## config.mk

```make
export PLATFORM = sky130hd
export DESIGN_NAME = rr_resp_demux_flat
export DESIGN_NICKNAME = d
export VERILOG_FILES = /design/src/rtl/rr_resp_demux_if.sv /design/src/rtl/rr_resp_demux.sv /design/src/flat_wrapper.sv
export SDC_FILE = /design/constraint.sdc
export NUM_CORES = 1
export LEC_CHECK = 0
export BUFFER_PORTS_ARGS = -buffer_cell sky130_fd_sc_hd__buf_2
export CORE_UTILIZATION = 24
export CTS_CLUSTER_DIAMETER = 60
export DETAILED_ROUTE_END_ITERATION = 10
export PLACE_DENSITY = 0.51
export SETUP_SLACK_MARGIN = 0.4
export SLEW_MARGIN = 20
export SYNTH_ARGS = -nofsm -noshare
export SYNTH_HDL_FRONTEND = slang
export SYNTH_SLANG_ARGS = --single-unit
```

## constraint.sdc

```tcl
create_clock -name clk_i -period 9.35 [get_ports clk_i]
set_clock_uncertainty 0.05 [all_clocks]
set_input_delay 0.4675 -clock clk_i [delete_from_list [all_inputs] [get_ports clk_i]]
set_output_delay 0.4675 -clock clk_i [all_outputs]
set_load 0.01 [all_outputs]
```

## src/rtl/rr_resp_demux_if.sv

```systemverilog
// rr_resp_demux_if: bundles the handshake buses around rr_resp_demux.
//   push_*      : grant record from the arbiter (index of the forwarded request)
//   rsp_*_i     : downstream response stream in (rsp_ready_o is its ready)
//   rsp_*_o     : per-port valid plus broadcast data/last toward the initiators
//                 (rsp_ready_i carries the per-port readies)
// The slave modport is the demux's view; master is the surrounding logic's view.
interface rr_resp_demux_if #(
  parameter int unsigned NumOut    = 4,
  parameter int unsigned DataWidth = 32,
  parameter int unsigned IdxWidth  = $clog2(NumOut)
);
  logic                 push_valid_i;
  logic [IdxWidth-1:0]  push_idx_i;
  logic                 push_ready_o;
  logic                 rsp_valid_i;
  logic                 rsp_ready_o;
  logic [DataWidth-1:0] rsp_data_i;
  logic                 rsp_last_i;
  logic [NumOut-1:0]    rsp_valid_o;
  logic [NumOut-1:0]    rsp_ready_i;
  logic [DataWidth-1:0] rsp_data_o;
  logic                 rsp_last_o;

  modport slave (
    input  push_valid_i, push_idx_i, rsp_valid_i, rsp_data_i, rsp_last_i, rsp_ready_i,
    output push_ready_o, rsp_ready_o, rsp_valid_o, rsp_data_o, rsp_last_o
  );

  modport master (
    output push_valid_i, push_idx_i, rsp_valid_i, rsp_data_i, rsp_last_i, rsp_ready_i,
    input  push_ready_o, rsp_ready_o, rsp_valid_o, rsp_data_o, rsp_last_o
  );
endinterface

```

## src/rtl/rr_resp_demux.sv

```systemverilog
// rr_resp_demux: records the arbiter's grant order in a circular FIFO and steers
// each returning response burst to the port at the FIFO head; the head is popped
// on the beat that carries rsp_last_i.
// Ports:
//   clk_i, rst_ni (synchronous, active-low), flush_i (synchronous clear)
//   bus      : rr_resp_demux_if.slave (push and response handshakes)
//   count_o  : number of outstanding entries
//   err_o    : sticky protocol error
// Optional feature: define RR_RESP_DEMUX_ERR_EN to build the sticky error flag
// (response while empty, push while full). Otherwise err_o is constant 0.
module rr_resp_demux #(
  parameter int unsigned NumOut    = 4,
  parameter int unsigned DataWidth = 32,
  parameter int unsigned Depth     = 8,
  parameter int unsigned IdxWidth  = $clog2(NumOut),
  parameter int unsigned CntWidth  = $clog2(Depth + 1)
) (
  input  logic                clk_i,
  input  logic                rst_ni,
  input  logic                flush_i,
  rr_resp_demux_if.slave      bus,
  output logic [CntWidth-1:0] count_o,
  output logic                err_o
);

  localparam int unsigned         PtrWidth = (Depth > 1) ? $clog2(Depth) : 1;
  localparam logic [PtrWidth-1:0] PtrMax   = PtrWidth'(Depth - 1);
  localparam logic [CntWidth-1:0] CntFull  = CntWidth'(Depth);

  logic [Depth-1:0][IdxWidth-1:0] mem_q, mem_d;
  logic [PtrWidth-1:0]            wr_ptr_q, wr_ptr_d;
  logic [PtrWidth-1:0]            rd_ptr_q, rd_ptr_d;
  logic [CntWidth-1:0]            count_q, count_d;

  logic                full_s;
  logic                empty_s;
  logic                push_s;
  logic                pop_s;
  logic [IdxWidth-1:0] head_s;
  logic [NumOut-1:0]   valid_s;
  logic                ready_s;

  // Depth need not be a power of two, so wrap explicitly.
  function automatic logic [PtrWidth-1:0] ptr_inc(input logic [PtrWidth-1:0] p);
    if (p == PtrMax) begin
      return {PtrWidth{1'b0}};
    end else begin
      return p + PtrWidth'(1);
    end
  endfunction

  // FIFO status and head index.
  always_comb begin
    full_s  = (count_q == CntFull);
    empty_s = (count_q == {CntWidth{1'b0}});
    head_s  = mem_q[rd_ptr_q];
  end

  // Route the response beat to the head port; stall the stream when empty.
  always_comb begin
    valid_s = {NumOut{1'b0}};
    ready_s = 1'b0;
    if (!empty_s) begin
      valid_s[head_s] = bus.rsp_valid_i;
      ready_s         = bus.rsp_ready_i[head_s];
    end else begin
      valid_s = {NumOut{1'b0}};
      ready_s = 1'b0;
    end
  end

  // Next-state for pointers, occupancy and storage.
  always_comb begin
    push_s   = bus.push_valid_i & ~full_s;
    pop_s    = bus.rsp_valid_i & ready_s & bus.rsp_last_i;
    mem_d    = mem_q;
    wr_ptr_d = wr_ptr_q;
    rd_ptr_d = rd_ptr_q;
    count_d  = count_q;
    if (flush_i) begin
      wr_ptr_d = {PtrWidth{1'b0}};
      rd_ptr_d = {PtrWidth{1'b0}};
      count_d  = {CntWidth{1'b0}};
    end else begin
      if (push_s) begin
        mem_d[wr_ptr_q] = bus.push_idx_i;
        wr_ptr_d        = ptr_inc(wr_ptr_q);
      end else begin
        wr_ptr_d = wr_ptr_q;
      end
      if (pop_s) begin
        rd_ptr_d = ptr_inc(rd_ptr_q);
      end else begin
        rd_ptr_d = rd_ptr_q;
      end
      case ({push_s, pop_s})
        2'b10:   count_d = count_q + CntWidth'(1);
        2'b01:   count_d = count_q - CntWidth'(1);
        default: count_d = count_q;
      endcase
    end
  end

  // Control state with synchronous reset.
  always_ff @(posedge clk_i) begin
    if (!rst_ni) begin
      wr_ptr_q <= {PtrWidth{1'b0}};
      rd_ptr_q <= {PtrWidth{1'b0}};
      count_q  <= {CntWidth{1'b0}};
    end else begin
      wr_ptr_q <= wr_ptr_d;
      rd_ptr_q <= rd_ptr_d;
      count_q  <= count_d;
    end
  end

  // Entry storage; contents are only read while count_q says they are valid.
  always_ff @(posedge clk_i) begin
    mem_q <= mem_d;
  end

`ifdef RR_RESP_DEMUX_ERR_EN
  logic err_q, err_d;

  // Sticky error: response with nothing outstanding, or push while full.
  always_comb begin
    if (flush_i) begin
      err_d = 1'b0;
    end else begin
      err_d = err_q | (bus.rsp_valid_i & empty_s) | (bus.push_valid_i & full_s);
    end
  end

  // Error flag register.
  always_ff @(posedge clk_i) begin
    if (!rst_ni) begin
      err_q <= 1'b0;
    end else begin
      err_q <= err_d;
    end
  end

  assign err_o = err_q;
`else
  assign err_o = 1'b0;
`endif

  assign bus.push_ready_o = ~full_s;
  assign bus.rsp_valid_o  = valid_s;
  assign bus.rsp_ready_o  = ready_s;
  assign bus.rsp_data_o   = bus.rsp_data_i;
  assign bus.rsp_last_o   = bus.rsp_last_i;
  assign count_o          = count_q;

endmodule
```

## src/flat_wrapper.sv

```systemverilog
// flat-port wrapper written by rule: the top's interface ports become plain ports
module rr_resp_demux_flat 
#(
  parameter int unsigned NumOut    = 4,
  parameter int unsigned DataWidth = 32,
  parameter int unsigned Depth     = 8,
  parameter int unsigned IdxWidth  = $clog2(NumOut),
  parameter int unsigned CntWidth  = $clog2(Depth + 1)
)
  (clk_i, rst_ni, flush_i, count_o, err_o, bus_push_valid_i, bus_push_idx_i, bus_rsp_valid_i, bus_rsp_data_i, bus_rsp_last_i, bus_rsp_ready_i, bus_push_ready_o, bus_rsp_ready_o, bus_rsp_valid_o, bus_rsp_data_o, bus_rsp_last_o);
  rr_resp_demux_if #(.NumOut(NumOut), .DataWidth(DataWidth), .IdxWidth(IdxWidth)) bus_i ();
  input  logic clk_i;
  input  logic rst_ni;
  input  logic flush_i;
  output logic [CntWidth-1:0] count_o;
  output logic err_o;
  input wire logic [$bits(bus_i.push_valid_i)-1:0] bus_push_valid_i;
  input wire logic [$bits(bus_i.push_idx_i)-1:0] bus_push_idx_i;
  input wire logic [$bits(bus_i.rsp_valid_i)-1:0] bus_rsp_valid_i;
  input wire logic [$bits(bus_i.rsp_data_i)-1:0] bus_rsp_data_i;
  input wire logic [$bits(bus_i.rsp_last_i)-1:0] bus_rsp_last_i;
  input wire logic [$bits(bus_i.rsp_ready_i)-1:0] bus_rsp_ready_i;
  output wire logic [$bits(bus_i.push_ready_o)-1:0] bus_push_ready_o;
  output wire logic [$bits(bus_i.rsp_ready_o)-1:0] bus_rsp_ready_o;
  output wire logic [$bits(bus_i.rsp_valid_o)-1:0] bus_rsp_valid_o;
  output wire logic [$bits(bus_i.rsp_data_o)-1:0] bus_rsp_data_o;
  output wire logic [$bits(bus_i.rsp_last_o)-1:0] bus_rsp_last_o;
  assign bus_i.push_valid_i = bus_push_valid_i;
  assign bus_i.push_idx_i = bus_push_idx_i;
  assign bus_i.rsp_valid_i = bus_rsp_valid_i;
  assign bus_i.rsp_data_i = bus_rsp_data_i;
  assign bus_i.rsp_last_i = bus_rsp_last_i;
  assign bus_i.rsp_ready_i = bus_rsp_ready_i;
  assign bus_push_ready_o = bus_i.push_ready_o;
  assign bus_rsp_ready_o = bus_i.rsp_ready_o;
  assign bus_rsp_valid_o = bus_i.rsp_valid_o;
  assign bus_rsp_data_o = bus_i.rsp_data_o;
  assign bus_rsp_last_o = bus_i.rsp_last_o;
  rr_resp_demux #(.NumOut(NumOut), .DataWidth(DataWidth), .Depth(Depth), .IdxWidth(IdxWidth), .CntWidth(CntWidth)) u_core (.clk_i(clk_i), .rst_ni(rst_ni), .flush_i(flush_i), .bus(bus_i), .count_o(count_o), .err_o(err_o));
endmodule
```

==> results of run 1 <==
==> cell usage after synthesis (all sizes together), types with 2 or more instances <==
| master | number |
|---|---|
| buf | 35 |
| or3 | 3 |
| inv | 4 |
| nand2 | 11 |
| mux4 | 4 |
| nor2 | 15 |
| edfxtp | 16 |
| nand2b | 4 |
| xor2 | 2 |
| a21oi | 7 |
| nor3 | 3 |
| ha | 7 |
| mux2 | 5 |
| mux2i | 3 |
| nand3 | 3 |
| dfxtp | 10 |
| nor2b | 4 |
==> layer usage <==
layer	GRT usage	vias to the layer above	wire length, microns
li1	-	444	-
met1	0.1082	386	1185
met2	0.1157	32	1041
met3	0.02637	2	214
met4	0.03448	0	23
met5	0	-	0
==> sequential cells by signal (all words and copies together) (netlist names) <==
| name | cells |
|---|---|
| u_core.wr_ptr_q | 3 |
| u_core.rd_ptr_q | 3 |
| u_core.count_o | 4 |
| u_core.mem_q | 16 |
==> final timing paths <==
check | from | to | slack, ns | depth (start not counted)
min reg2reg | u_core.count_o[3] | u_core.count_o[3] | 0.48 | 2
max | u_core.rd_ptr_q[0] | u_core.count_o[3] | 5.69 | 12
min | bus_push_idx_i[1] | u_core.mem_q[3] | 0.42 | 1
max reg2reg | u_core.rd_ptr_q[0] | u_core.count_o[3] | 5.69 | 12
==> cell type report <==
type | instances | area, sq um | area share
Clock buffer | 3 | 41.29 | 0.02646
Clock inverter | 1 | 30.03 | 0.01925
Inverter | 4 | 15.01 | 0.009623
Multi-Input combinational cell | 79 | 589.3 | 0.3777
Sequential cell | 26 | 680.7 | 0.4362
Tap cell | 75 | 93.84 | 0.06014
Timing Repair Buffer | 22 | 110.1 | 0.07057
==> cell families (layout without fill, tap and decap cells) <==
group,after synthesis,after routing,synth area share
fa+ha+maj,8,8,0.06919
buf+inv,40,30,0.1834
simple gates,46,46,0.1440
mux,12,12,0.1158
other cells,1,1,0.002411
flops,26,26,0.4376
xor+xnor,3,3,0.01690
compound gates,9,9,0.03057
==> critical path: stages (launching register included) <==
cell,delay (ns)
sky130_fd_sc_hd__dfxtp_1,0.59
sky130_fd_sc_hd__mux2_1,0.37
sky130_fd_sc_hd__mux4_2,0.51
sky130_fd_sc_hd__mux4_2,0.46
sky130_fd_sc_hd__nand3_2,0.15
sky130_fd_sc_hd__inv_1,0.07
sky130_fd_sc_hd__ha_1,0.23
sky130_fd_sc_hd__ha_1,0.28
sky130_fd_sc_hd__a21o_1,0.17
sky130_fd_sc_hd__a21oi_1,0.17
sky130_fd_sc_hd__xnor2_1,0.09
sky130_fd_sc_hd__or3_1,0.31
sky130_fd_sc_hd__a21oi_1,0.13
==> power breakdown <==
group | total (uW) | switching [uW] | internal (uW)
clock network | 92.8 | 35.6 | 57.3
logic | 14.8 | 8.32 | 6.48
registers | 124 | 1.15 | 123
total | 231 | 45.0 | 186
==> per-stage QoR <==
step                hold slack [ns]  cell area (sq um)  power, uW    util  setup slack, ns
global placement             0.4736               1489      141.6  0.2443            5.799
global route                 0.4254               1560      241.0  0.2560            5.437
CTS                          0.4205               1560      234.7  0.2560            5.661
detailed placement           0.4698               1489      141.5  0.2443            5.696
finish                       0.4240               1560      231.4  0.2560            5.691
floorplan                    0.4274               1555      149.8       -            6.031
==> qor.txt, run 1 <==
======================================================================================
Most common library cell in the layout ignoring fill and taps             sky130_fd_sc_hd__buf_2
CTS-repair resized insts                                                             0
Nets@finish                                                                        188
CTS hold repair buffers                                                              0
Synth top area cells                                                      sky130_fd_sc_hd__edfxtp_1 (31%), sky130_fd_sc_hd__buf_4 (16%), sky130_fd_sc_hd__dfxtp_1 (13%)
Total routing resource utilization after global routing                        0.08002
Proportion of synthesized flip-flops having asynchronous set or reset                0
Yosys warnings                                                                       0
Data required time at the worst endpoint                                       9.50 ns
Initial antenna violation count                                                      0
Final Max Tran Viols                                                                 0
Worst min-delay path category                                             input port to flip-flop
Layout-stage area growth over the synthesis result                             0.3220%
Die Y-Extent                                                              82.50 microns
Top fanout value on the critical path                                                9
Prevailing post-synth register cell                                       sky130_fd_sc_hd__edfxtp_1
TritonCTS clock tree                                                               yes
Synthesized netlist net count                                                      197
Most used cells in the layout excluding fill and tap cells                sky130_fd_sc_hd__buf_2 (22), sky130_fd_sc_hd__edfxtp_1 (16), sky130_fd_sc_hd__nor2_1 (15)
Power per cell area                                                       148.3 mW/mm^2
Tightest slew margin relative to the limit                                      0.5595
Least-Margin Pin Slew                                                        0.6546 ns
Startpoint class of the critical path                                        flip-flop
Largest net degree at the start of global routing                                   16
TritonCTS Buffers                                                                    3
Leakage power                                                             0.0006215 uW
Die extent in x                                                           82.50 microns
WP data arrival                                                                3.81 ns
Number of global-route vias before repair                                          807
Clock latency on the worst-skew pair                                           0.27 ns
Last weighted congestion value of the routability-driven placer                 0.6865
Antenna Cells                                                                        0
Iteration-0 DRC count of the detailed router                                        24
Worst-path clk slew                                                            0.09 ns
First-pass GRT wire length                                                3898 microns
Routed via count divided by cell count                                           4.114
Effective utilization at floorplan                                              0.2551
Maximum buffer depth of the clock tree                                               2
Area of the mapped netlist                                                0.001555 sq mm
Post-synth EDFFs                                                                    16
Final worst path period need                                                  3.659 ns
Biggest area consumer among synthesized cells                             sky130_fd_sc_hd__edfxtp_1
Number of I/O pins                                                                  88
Instance count of the mapped netlist                                               145
Maximum Capacitance Violations                                                       0
Count of filler cells inserted in the layout                                       656
Area enclosed by the die boundary                                         0.006806 sq mm
IO Port Bufs                                                                        22
Post-Route Setup TNS                                                              0 ns
Share of the synthesized area in the top cell type                              0.3089
Core footprint                                                            0.006096 sq mm
Antenna Nets Post-Route                                                              0
Number of sinks handled by clock tree synthesis                                     26
Critical Path End Type                                                       flip-flop
Average instance area after synthesis                                      10.73 sq um
Final cell count without fillers                                                   210
Final worst path period share                                                   0.3913
Placed insts                                                                       206
Run status                                                                   completed
Hold Fails Final Rpt                                                                 0
Detailed-route wire length per cell                                       11.73 microns
Critical path type                                                        flip-flop to flip-flop
Number of distinct standard cells referenced by the synthesized netlist             30
Detailed Routing Iterations Pass 1                                                   4
Clock tree root driver cell                                               sky130_fd_sc_hd__clkbuf_8
Proportion of layout cells with a drive suffix above 1                          0.2519
Flop and latch count out of synthesis                                               26
Maximum vdd ir drop                                                         0.07551 mV
Highest clock frequency the design can meet                                 0.2733 GHz
DRC errors left                                                                      0
Register area share after synthesis                                             0.4377
Post-CTS Setup Inserts                                                               0
RSZ-0062 raised after global routing                                             false
Drt total wl                                                              2464 microns
Cell row count                                                                      28
Total setup violations reported at the end of the flow                               0
Grt ovf                                                                              0
Placed wire-length estimate after detailed placement                      1901 microns
Routed via count                                                                   864
Number of levels the H-tree was split into                                           1
======================================================================================
Power figures use the tool's default switching activity.
==> inputs of run 2 (changes only) <==
- clock period: 9.35 -> 3.5 ns (I/O delays scaled with it)
==> qor.txt, run 2 (synthesis results as in run 1) <==
==============================================================================
Placed cell areas                                                 0.001525 sq mm   +2.4%
Largest register FFs                                                        16   unchanged
Number of sinks handled by clock tree synthesis                             26   unchanged
Drt total wl                                                      2752 microns   +12%
Buffer and inverter count on the worst path                                  1   unchanged
Cell row count                                                              28   unchanged
Nets@finish                                                                191   +1.6%
Critical Path End Type                                               flip-flop
Worst Hold Slack                                                     0.1391 ns   -0.2850 ns
Most used cells in the layout excluding fill and tap cells        sky130_fd_sc_hd__buf_2 (22), sky130_fd_sc_hd__edfxtp_1 (16), sky130_fd_sc_hd__nor2_1 (15)
Maximum Capacitance Violations                                               0   unchanged
Tightest slew margin relative to the limit                              0.6643   +0.1048
Critical path type                                                flip-flop to flip-flop
Number of I/O pins                                                          88   unchanged
Switching pwr                                                         118.8 uW   +160%
Post-Route Setup TNS                                                      0 ns   unchanged
Largest net degree at the start of global routing                           15   -1
Clock latency on the worst-skew pair                                   0.27 ns   about the same
Least-Margin Pin Slew                                                0.4989 ns   -0.1557 ns
First-pass GRT wire length                                        4567 microns   +17%
Gate power share                                                         0.083   +0.019
Final worst path period share                                           0.9096   +0.5182
R2R Setup Slk                                                          0.32 ns   -5.37 ns
Run status                                                           completed
Area of all placed cells without fillers                          0.001615 sq mm   +3.5%
Last weighted congestion value of the routability-driven placer         0.7324   +6.7%
Initial antenna violation count                                              0   unchanged
Worst min-delay path category                                     input port to flip-flop
Switching share of total power                                          0.2182   +0.02352
Routed via count                                                           903   +4.5%
Total routing resource utilization after global routing                0.09228   +0.01226
WP data arrival                                                        3.34 ns   -0.47 ns
Maximum buffer depth of the clock tree                                       2   unchanged
Register ranked first by flip-flop count                          u_core.mem_q
Sequential share of power                                                0.606   +0.071
Worst slack at placement                                             0.1778 ns   -5.518 ns
Post-layout utilization of the core                                     0.2650   +0.009032
Detailed-route wire length per cell                               12.92 microns   +10%
Die extent in x                                                   82.50 microns   unchanged
Max stage delay cell, worst path                                  sky130_fd_sc_hd__mux4_2
Proportion of layout cells with a drive suffix above 1                  0.3261   +0.07424
Leakage power                                                     0.0006306 uW   +1.5%
Detailed Routing Iterations Pass 1                                           4   unchanged
Cell class contributing the biggest share of worst-path delay     multiplexers
Core footprint                                                    0.006096 sq mm   unchanged
Clock tree root driver cell                                       sky130_fd_sc_hd__clkbuf_8
Hold Fails Final Rpt                                                         0   unchanged
RSZ-0062 raised after global routing                                      true
Antenna Nets Post-Route                                                      0   unchanged
Grt ovf                                                                      0   unchanged
Design internal power                                                 425.7 uW   +130%
Maximum vdd ir drop                                                  0.1299 mV   +72%
DRC errors left                                                              0   unchanged
Data required time at the worst endpoint                               3.65 ns   -5.85 ns
IO Port Bufs                                                                22   unchanged
Routed via count divided by cell count                                   4.239   +3.0%
Worst-path clk slew                                                    0.09 ns   about the same
Final Max Tran Viols                                                         0   unchanged
Layout-stage area growth over the synthesis result                      3.862%
Most common library cell in the layout ignoring fill and taps     sky130_fd_sc_hd__buf_2
Number of global-route vias before repair                                  895   +11%
Power per cell area                                               337.1 mW/mm^2   +130%
Final setup margin                                                   0.3165 ns   -5.375 ns
Count of filler cells inserted in the layout                               667   +1.7%
Antenna Cells                                                                0   unchanged
TritonCTS clock tree                                                       yes
Area enclosed by the die boundary                                 0.006806 sq mm   unchanged
TritonCTS Buffers                                                            3   unchanged
Part of the power in the clock network                                   0.311   -0.090
Placed wire-length estimate after detailed placement              2088 microns   +9.8%
Delay of the slowest cell on the worst path                            0.50 ns   -0.09 ns
Number of levels the H-tree was split into                                   1   unchanged
Final worst path period need                                          3.183 ns   -0.4754 ns
Iteration-0 DRC count of the detailed router                                17   -29%
Effective utilization at floorplan                                      0.2551   unchanged
Die Y-Extent                                                      82.50 microns   unchanged
Startpoint class of the critical path                                flip-flop
CTS hold repair buffers                                                      0   unchanged
Cells along the critical path                                     mux2_4 > mux4_2 > mux4_2 > nand3_4 > inv_2 > ha_4 > ha_4 > a21o_1 > a21oi_2 > xnor2_1 > or3_1 > a21oi_2
Top fanout value on the critical path                                        6   -3
Highest clock frequency the design can meet                         0.3141 GHz   +15%
Total setup violations reported at the end of the flow                       0   unchanged
==============================================================================
## run 2: power groups by stage
stage	Clock [uW]	Combinational, uW	Sequential (uW)
finish	169	45.2	330
global route	191	51.1	331
global placement	0	43.5	338
detailed placement	0	43.9	338
floorplan	0	65.6	337
CTS	177	45.5	330
## run 2: timing repair
action                     in CTS  in global routing
pin swaps                       5                  2
resized for setup               2                  2
setup buffers                   3                  0
setup endpoints to repair       1                  1
hold endpoints to repair        0                  0
gates cloned                    0                  0
## run 2: routing by layer
| layer | global-route usage | up-vias | part of all wire |
|---|---|---|---|
| met5 | 0 | - | 0 |
| met4 | 0.03793 | 0 | 0.011 |
| met3 | 0.02747 | 4 | 0.070 |
| met2 | 0.1380 | 33 | 0.44 |
| met1 | 0.1235 | 420 | 0.48 |
| li1 | - | 446 | - |
## run 2: cell type report
| cell class | instances | area, sq um | share of cell area |
|---|---|---|---|
| Sequential cell | 26 | 684.4 | 0.4237 |
| Timing Repair Buffer | 25 | 132.6 | 0.08211 |
| Inverter | 4 | 15.01 | 0.009295 |
| Tap cell | 75 | 93.84 | 0.05809 |
| Clock inverter | 1 | 3.754 | 0.002324 |
| Clock buffer | 3 | 41.29 | 0.02556 |
| Multi-Input combinational cell | 79 | 644.4 | 0.3989 |
## run 2: worst min-delay path: cells and delay by family
| family | cells | cell delay [ns] |
|---|---|---|
| AO/OA/AOI/OAI | 1 | 0.05 |
| buffers and inverters | 1 | 0.12 |
| AND/OR/NAND/NOR | 1 | 0.07 |
## run 2: final timing paths
path / from / to / cells past startpoint
setup / recovery: u_core.rd_ptr_q[0] / u_core.count_o[3] / 12
hold reg to reg: u_core.rd_ptr_q[2] / u_core.rd_ptr_q[2] / 2
hold / removal: bus_push_valid_i / u_core.wr_ptr_q[1] / 3
setup reg to reg: u_core.rd_ptr_q[0] / u_core.count_o[3] / 12
## run 2: stage by stage
step,total power (uW),cells
2_1_floorplan,403.0,145
6_report,544.5,213
5_1_grt,573.1,213
3_3_place_gp,381.4,206
3_5_place_dp,381.8,206
4_1_cts,552.3,213
==> inputs of run 3 (changes only) <==
- BUFFER_PORTS_ARGS: -buffer_cell sky130_fd_sc_hd__buf_2 -> unset
- CAP_MARGIN: unset -> 20
- DONT_BUFFER_PORTS: unset -> 1
- PLACE_DENSITY: 0.51 -> 0.39
==> qor.txt, run 3 (synthesis results as in run 1) <==
==============================================================================
Routed via count divided by cell count                                   4.426   +4.4%
Detailed Routing Iterations Pass 1                                           4   unchanged
Most used cells in the layout excluding fill and tap cells        sky130_fd_sc_hd__edfxtp_1 (16), sky130_fd_sc_hd__nor2_1 (15), sky130_fd_sc_hd__nand2_1 (11)
Hold Fails Final Rpt                                                         0   unchanged
Grt ovf                                                                      0   unchanged
Number of global-route vias before repair                                  861   -3.8%
First-pass GRT wire length                                        4064 microns   -11%
Layout-stage area growth over the synthesis result                    -0.4830%
Worst-path clk slew                                                    0.10 ns   about the same
DRC errors left                                                              0   unchanged
Critical path type                                                flip-flop to flip-flop
Overall power                                                         561.3 uW   +3.1%
Post-Route Setup TNS                                                      0 ns   unchanged
Highest clock frequency the design can meet                         0.3205 GHz   +2.0%
Top fanout value on the critical path                                        7   +1
Most common library cell in the layout ignoring fill and taps     sky130_fd_sc_hd__edfxtp_1
Multi-input logic area                                             639.4 sq um   -0.78%
Run status                                                           completed
TritonCTS clock tree                                                       yes
Proportion of layout cells with a drive suffix above 1                  0.2083   -0.1178
Nets@finish                                                                173   -9.4%
Data required time at the worst endpoint                               3.66 ns   about the same
Last weighted congestion value of the routability-driven placer         0.6898   -5.8%
Maximum vdd ir drop                                                  0.1228 mV   -5.5%
Leakage power                                                     0.0005537 uW   -12%
Placed wire-length estimate after detailed placement              2072 microns   -0.74%
Largest register FFs                                                        16   unchanged
RSZ-0062 raised after global routing                                      true
Area enclosed by the die boundary                                 0.006806 sq mm   unchanged
Maximum Capacitance Violations                                               0   unchanged
Count of filler cells inserted in the layout                               650   -2.5%
Clock latency on the worst-skew pair                                   0.28 ns   about the same
Drt total wl                                                      2699 microns   -1.9%
Number of I/O pins                                                          88   unchanged
Die Y-Extent                                                      82.50 microns   unchanged
Antenna Nets Post-Route                                                      0   unchanged
Worst min-delay path category                                     input port to flip-flop
Critical Path End Type                                               flip-flop
Number of sinks handled by clock tree synthesis                             26   unchanged
Largest net degree at the start of global routing                           15   unchanged
WP data arrival                                                        3.29 ns   -0.05 ns
Clock tree root driver cell                                       sky130_fd_sc_hd__clkbuf_8
Core footprint                                                    0.006096 sq mm   unchanged
Routed via count                                                           863   -4.4%
Final worst path period share                                           0.8915   -0.01803
Final worst path period need                                          3.120 ns   -0.06309 ns
Register ranked first by flip-flop count                          u_core.mem_q
Startpoint class of the critical path                                flip-flop
Initial antenna violation count                                              0   unchanged
Combined flip-flop and latch cell area                             684.4 sq um   unchanged
Die extent in x                                                   82.50 microns   unchanged
Antenna Cells                                                                0   unchanged
Maximum buffer depth of the clock tree                                       2   unchanged
Least-Margin Pin Slew                                                0.5048 ns   +0.005891 ns
Cell row count                                                              28   unchanged
IO Port Bufs                                                                 0   -100%
Tightest slew margin relative to the limit                              0.6603   -0.003964
TritonCTS Buffers                                                            3   unchanged
Power per cell area                                               362.6 mW/mm^2   +7.6%
Number of levels the H-tree was split into                                   1   unchanged
Iteration-0 DRC count of the detailed router                                15   -2
Detailed-route wire length per cell                               13.84 microns   +7.1%
Total routing resource utilization after global routing                0.08273   -0.009550
Final Max Tran Viols                                                         0   unchanged
Effective utilization at floorplan                                      0.2551   unchanged
Total setup violations reported at the end of the flow                       0   unchanged
==============================================================================
==> run 3: what timing repair did <==
action	CTS	global route
endpoints found under the setup margin	1	2
setup buffers	3	1
resized for setup	2	1
hold buffers	3	0
hold endpoints to repair	17	0
pin swaps	4	4
==> run 3: critical path, cell delays in order (launching register included) <==
cell                      delay (ns)
sky130_fd_sc_hd__dfxtp_4        0.41
sky130_fd_sc_hd__mux2_4         0.30
sky130_fd_sc_hd__mux4_2         0.51
sky130_fd_sc_hd__mux4_2         0.49
sky130_fd_sc_hd__nand3_4        0.09
sky130_fd_sc_hd__inv_2          0.05
sky130_fd_sc_hd__ha_4           0.17
sky130_fd_sc_hd__ha_4           0.21
sky130_fd_sc_hd__a21o_1         0.16
sky130_fd_sc_hd__a21oi_2        0.13
sky130_fd_sc_hd__xnor2_1        0.09
sky130_fd_sc_hd__or3_1          0.30
sky130_fd_sc_hd__a21oi_1        0.12
==> run 3: area by class of cell <==
type | instances | area share
Multi-Input combinational cell | 79 | 0.4131
Timing Repair Buffer | 7 | 0.03880
Tap cell | 75 | 0.06063
Inverter | 4 | 0.009701
Clock buffer | 4 | 0.03557
Sequential cell | 26 | 0.4422
==> run 3: path summary, 6_finish.rpt <==
check,slack (ns),end,cells past startpoint,startpoint
setup / recovery,0.38,u_core.count_o[3],12,u_core.rd_ptr_q[0]
hold / removal,0.0006,u_core.wr_ptr_q[2],2,bus_push_valid_i
setup reg to reg,0.38,u_core.count_o[3],12,u_core.rd_ptr_q[0]
hold reg to reg,0.48,u_core.rd_ptr_q[2],2,u_core.rd_ptr_q[2]
==> run 3: per-layer routing <==
metal	track usage	vias to the layer above	wire (microns)
li1	-	411	-
met1	0.09171	396	1063
met2	0.1397	36	1287
met3	0.01319	20	244
met4	0.06724	0	104
met5	0	-	0
==> run 3: per-stage QoR <==
stage / hold slack, ns / std cells / utilization / setup slack (ns) / area (sq um)
after floorplan: 0.2239 / 145 / - / 0.3389 / 1592
after global placement: 0.2244 / 184 / 0.2321 / 0.2327 / 1415
after detailed placement: 0.2243 / 184 / 0.2321 / 0.1609 / 1415
after CTS: 0.001188 / 194 / 0.2523 / 0.2814 / 1538
after global routing: 0.01026 / 195 / 0.2539 / 0.2360 / 1548
final: 0.0005888 / 195 / 0.2539 / 0.3796 / 1548
==> run 3: power breakdown <==
part | internal (uW) | switching, uW | total, uW
clock network | 101 | 94.0 | 195
registers | 327 | 3.77 | 331
logic | 16.0 | 20.0 | 36.0
